<file path="config.mk">
export PLATFORM = sky130hd
export DESIGN_NAME = phtime_lanes
export DESIGN_NICKNAME = d
export VERILOG_FILES = /design/src/rtl/phtime_lanes.sv
export SDC_FILE = /design/constraint.sdc
export NUM_CORES = 2
export LEC_CHECK = 0
export CORE_UTILIZATION = 40
export DETAILED_ROUTE_END_ITERATION = 12
export PLACE_DENSITY = 0.64
export SLEW_MARGIN = 30
export SYNTH_ARGS = -nofsm -noshare
export SYNTH_HDL_FRONTEND = slang
export SYNTH_SLANG_ARGS = --single-unit
</file>
<file path="constraint.sdc">
create_clock -name clk -period 7.7 [get_ports clk]
set_clock_uncertainty 0.1 [all_clocks]
set_input_delay 1.925 -clock clk [delete_from_list [all_inputs] [get_ports clk]]
set_output_delay 1.925 -clock clk [all_outputs]
set_load 0.1 [all_outputs]
</file>
<file path="src/rtl/phtime_lanes.sv">
// Multi-lane phase-time generator: phase_k = freq*(tcnt*NLANE+k) + phoff (mod 2^PW).
// Optional phase offset port and add stage controlled by macro PHTIME_PHOFF_EN.
module phtime_lanes #(
  parameter int unsigned FW    = 27,
  parameter int unsigned TW    = 27,
  parameter int unsigned PW    = 27,
  parameter int unsigned NLANE = 4,
  parameter int unsigned LAT   = 5
) (
  input  logic                clk,
  input  logic                resetn,
  input  logic [FW-1:0]       freq,
`ifdef PHTIME_PHOFF_EN
  input  logic [PW-1:0]       phoff,
`endif
  input  logic [TW-1:0]       tcnt,
  input  logic                gatein,
  output logic [NLANE*PW-1:0] phasetime,
  output logic                gateout,
  output logic                valid
);

  localparam int unsigned LB = $clog2(NLANE);
  localparam int unsigned MD = LAT - 3;
  localparam int unsigned DW = NLANE * PW;
  localparam int unsigned CW = $clog2(LAT + 1);

  logic [LAT-1:0] gate_sr;
  logic           gate_d;
  logic [PW-1:0]  tcnt_r;
  logic [PW-1:0]  freq_s;
  logic [DW-1:0]  prod_c;
  logic [DW-1:0]  prod_d;
  logic [DW-1:0]  sum_q;
  logic [CW-1:0]  vcnt;
  logic           primed_c;
`ifdef PHTIME_PHOFF_EN
  logic [PW-1:0]  phoff_s;
  logic [PW-1:0]  phoff_d;
`endif

  assign gate_d  = gate_sr[0];
  assign gateout = gate_sr[LAT-1];

  // Input stage; shadows reload only while the previous sampled gate was low
  always_ff @(posedge clk or negedge resetn) begin
    if (!resetn) begin
      gate_sr <= '0;
      tcnt_r  <= '0;
      freq_s  <= '0;
`ifdef PHTIME_PHOFF_EN
      phoff_s <= '0;
`endif
    end else begin
      gate_sr <= {gate_sr[LAT-2:0], gatein};
      tcnt_r  <= PW'(tcnt);
      if (!gate_d) begin
        freq_s  <= freq[PW-1:0];
`ifdef PHTIME_PHOFF_EN
        phoff_s <= phoff;
`endif
      end
    end
  end

  // Per-lane products, truncated to PW bits
  always_comb begin
    logic [PW-1:0] t_k;
    prod_c = '0;
    t_k    = '0;
    for (int k = 0; k < NLANE; k++) begin
      t_k = (tcnt_r << LB) + PW'(k);
      prod_c[k*PW +: PW] = freq_s * t_k;
    end
  end

  // Retiming registers behind the multiplier; offset travels alongside its word
  if (MD == 0) begin : g_nomd
    assign prod_d = prod_c;
`ifdef PHTIME_PHOFF_EN
    assign phoff_d = phoff_s;
`endif
  end else begin : g_md
    logic [MD-1:0][DW-1:0] prod_q;
`ifdef PHTIME_PHOFF_EN
    logic [MD-1:0][PW-1:0] phoff_q;
`endif
    always_ff @(posedge clk or negedge resetn) begin
      if (!resetn) begin
        prod_q <= '0;
`ifdef PHTIME_PHOFF_EN
        phoff_q <= '0;
`endif
      end else begin
        prod_q[0] <= prod_c;
`ifdef PHTIME_PHOFF_EN
        phoff_q[0] <= phoff_s;
`endif
        for (int i = 1; i < MD; i++) begin
          prod_q[i] <= prod_q[i-1];
`ifdef PHTIME_PHOFF_EN
          phoff_q[i] <= phoff_q[i-1];
`endif
        end
      end
    end
    assign prod_d = prod_q[MD-1];
`ifdef PHTIME_PHOFF_EN
    assign phoff_d = phoff_q[MD-1];
`endif
  end

  // Offset add stage (plain register when the offset is disabled)
  always_ff @(posedge clk or negedge resetn) begin
    if (!resetn) begin
      sum_q <= '0;
    end else begin
`ifdef PHTIME_PHOFF_EN
      for (int k = 0; k < NLANE; k++) begin
        sum_q[k*PW +: PW] <= prod_d[k*PW +: PW] + phoff_d;
      end
`else
      sum_q <= prod_d;
`endif
    end
  end

  assign primed_c = valid | (vcnt == CW'(LAT - 1));

  // Priming counter and zero-gated output register
  always_ff @(posedge clk or negedge resetn) begin
    if (!resetn) begin
      vcnt      <= '0;
      valid     <= 1'b0;
      phasetime <= '0;
    end else begin
      if (!valid) begin
        vcnt <= vcnt + CW'(1);
      end
      valid     <= primed_c;
      phasetime <= primed_c ? sum_q : '0;
    end
  end

endmodule
</file>
==> impl_metrics.env <==
export IMPL_relSlewSlack=0.3246
export IMPL_yosysWarnings=0
export IMPL_dr_first_iter_drc_count=943
export IMPL_endpoint_kind="flip-flop"
export IMPL_drt_vias_per_instance=4.498
export IMPL_critPathMaxStageDelay_ns=0.76
export IMPL_io_pins=167
export IMPL_ys_ff_latch=473
export IMPL_grt_max_degree=155
export IMPL_synth_seq_area_share=0.3381
export IMPL_syn_avg_cell_area_um2=11.20
export IMPL_overflow=0
export IMPL_synth_ff_type="dfrtp_1"
export IMPL_drt_first_pass_iters=5
export IMPL_antenna_found_initial=1
export IMPL_dieWidth_um=297.9
export IMPL_clk_latency_ns=0.60
export IMPL_path_delay_family="adder cells"
export IMPL_cts_max_level=2
export IMPL_die_h_um=297.9
export IMPL_path_cells="nand2_1 > fa_1 > inv_1 > fa_1 > inv_1 > fa_1 > inv_1 > fa_1 > fa_1 > fa_1 > inv_1 > fa_1 > inv_1 > ha_1 > a21o_1 > a21oi_1 > nand2_1 > a211oi_1 > o31ai_1 > o41ai_1 > xnor2_1"
export IMPL_wirelength_um=72630
export IMPL_ys_types=53
export IMPL_fmax_mhz=136.3
export IMPL_cts_tree="done"
export IMPL_dp_hpwl_um=59880
export IMPL_setup_tns_final_ns=0
export IMPL_drive_gt1_frac=0.05504
export IMPL_clockRootBuffer="clkbuf_16"
export IMPL_wire_per_inst_um=16.08
export IMPL_nNetsFinal=4176
export IMPL_holdWs_ns=0.2193
export IMPL_hold_viol=0
export IMPL_cts_hold_buf=0
export IMPL_rows=108
export IMPL_required_ns=8.04
export IMPL_rsz0062_at_grt="no"
export IMPL_grt_usage=0.1746
export IMPL_syn_area_um2=35010
export IMPL_cp_common_cell="fa_1"
export IMPL_maxCapViolations=0
export IMPL_clock_sinks=473
export IMPL_slowest_stage="dfrtp_1"
export IMPL_syn_to_final_growth_pct=14.05
export IMPL_layout_worst_path_cycle_share=0.9528
export IMPL_io_buffer_count=161
export IMPL_initial_core_util=0.4036
export IMPL_period_minus_slack_ns=7.336
export IMPL_synth_edf_count=0
export IMPL_path_clk_slew_ns=0.06
export IMPL_worstMarginPinSlew_ns=1.010
export IMPL_core_um2=86750
export IMPL_setup_violations=0
export IMPL_via_count=20320
export IMPL_grt_pass1_vias=22560
export IMPL_hold_path_class="flip-flop to flip-flop"
export IMPL_netlist_area_leader_share=0.3381
export IMPL_synth_top_cells_by_area="dfrtp_1 34%, fa_1 30%, ha_1 9.9%"
export IMPL_yosysTopAreaCell="dfrtp_1"
export IMPL_clockBufferDepth=3
export IMPL_startpoint_type="flip-flop"
export IMPL_synth_most_common_cell="inv_1"
export IMPL_worst_setup_path_type="flip-flop to flip-flop"
export IMPL_crit_fanout=16
export IMPL_drcViolationCount=0
export IMPL_grt_pass1_wl_um=120500
export IMPL_synthArstFlopShare=1.000
export IMPL_cts_buffers=51
export IMPL_die_area_um2=88720
export IMPL_fillers=8066
export IMPL_ant_nets=0
export IMPL_diodes=0
export IMPL_critPathBufInv=5
export IMPL_multiInputGateArea_um2=19630
export IMPL_ff_latch_area_um2=11840
export IMPL_outcome="finished, final reports clean"
export IMPL_worstPathArrival_ns=7.68
export IMPL_synth_cells=3126
export IMPL_drv_slew=0
export IMPL_synth_commonest_cells="870 x inv_1, 525 x fa_1, 473 x dfrtp_1"
export IMPL_gp_congestion=0.8853
## worst register-to-register path: cells and delay by family (launching register included)
family,cells,cell delay (ns)
adders and majority gates,8,4.11
AOI/OAI and AO/OA,5,1.57
DFF,1,0.76
and+or+nand+nor,2,0.27
buffers and inverters,5,0.26
xor gates and xnor gates,1,0.13
## registers in the layout, indices dropped and copies added, names as in the netlist
name / count
g_md.prod_q: 103
sum_q: 103
tcnt_r: 25
phasetime: 103
freq_s: 27
valid: 1
vcnt: 3
gate_sr: 5
prod_d: 103
## repair_timing
item / CTS / global route
setup buffers: 0 / 0
endpoints found under the setup margin: 0 / 2
endpoints found under the hold margin: 0 / 0
resized for setup: 0 / 5
## per-stage QoR
| step | instances | setup slack, ns | util | cell area (um2) |
|---|---|---|---|---|
| 2_1_floorplan | 3128 | 1.207 | - | 35020 |
| 3_3_place_gp | 4420 | 0.3954 | 0.4400 | 38170 |
| 3_5_place_dp | 4420 | 0.3663 | 0.4399 | 38170 |
| 4_1_cts | 4516 | 0.3267 | 0.4603 | 39930 |
| 5_1_grt | 4516 | 0.02275 | 0.4603 | 39930 |
| 6_report | 4516 | 0.3637 | 0.4603 | 39930 |
## cells by family (layout without fill, tap and decap cells)
group | after synthesis | after routing | synth area share
adders and majority gates | 801 | 801 | 0.3988
buffers and inverters | 942 | 1175 | 0.1018
and+or+nand+nor | 559 | 559 | 0.08276
other | 1 | 3 | 0.0001071
DFF | 473 | 473 | 0.3381
AOI/OAI and AO/OA | 179 | 179 | 0.03213
muxes | 28 | 28 | 0.009005
xor gates and xnor gates | 143 | 143 | 0.03738
## metal layers
layer	share of wire	GRT usage	up-vias
met5	0.00018	0	-
met4	0.034	0.05849	2
met3	0.056	0.03296	124
met2	0.49	0.2946	416
met1	0.42	0.2256	10280
li1	-	-	9497
## layout make-up
class                           instances  area share
Multi-Input combinational cell       1713      0.4916
Sequential cell                       473      0.2965
Inverter                              870     0.08177
Timing Repair Buffer                  209     0.04975
Tap cell                             1155     0.03619
Clock buffer                           66     0.03566
Clock inverter                         30    0.008553
## layout by cell type, fill, tap and decap left out, types with 7 or more instances in the layout
cell             count
a211oi_1            10
a21o_1              23
a21oi_1             57
and2_1             261
buf_4               46
clkbuf_1             7
clkbuf_16           52
clkbuf_8             7
clkdlybuf4s50_1    157
clkinv_2            12
dfrtp_1            469
fa_1               525
ha_1               276
inv_1              870
mux2_2              28
nand2_1            193
nand2b_1            14
nand3_1              9
nor2_1              35
nor2b_1              9
nor3_1              16
o21a_1              12
o21ai_0             32
o21bai_1            12
xnor2_1            110
xor2_1              28
## final timing paths
check	start	endpoint	slack, ns	cells after the start
max	tcnt_r[1]$_DFF_PN0_	g_md.prod_q[26]$_DFF_PN0_	0.36	21
min	g_md.prod_q[100]$_DFF_PN0_	prod_d[100]$_DFF_PN0_	0.22	0
max reg2reg	tcnt_r[1]$_DFF_PN0_	g_md.prod_q[26]$_DFF_PN0_	0.36	21
min reg2reg	g_md.prod_q[100]$_DFF_PN0_	prod_d[100]$_DFF_PN0_	0.22	0
max in group asynchronous	resetn	sum_q[14]$_DFF_PN0_	5.04	2
min in group asynchronous	resetn	gate_sr[0]$_DFF_PN0_	1.19	1
Power is left out: the tool's default activity adds up to more than one toggle a clock period on the data nets, which glitch-free logic cannot reach.
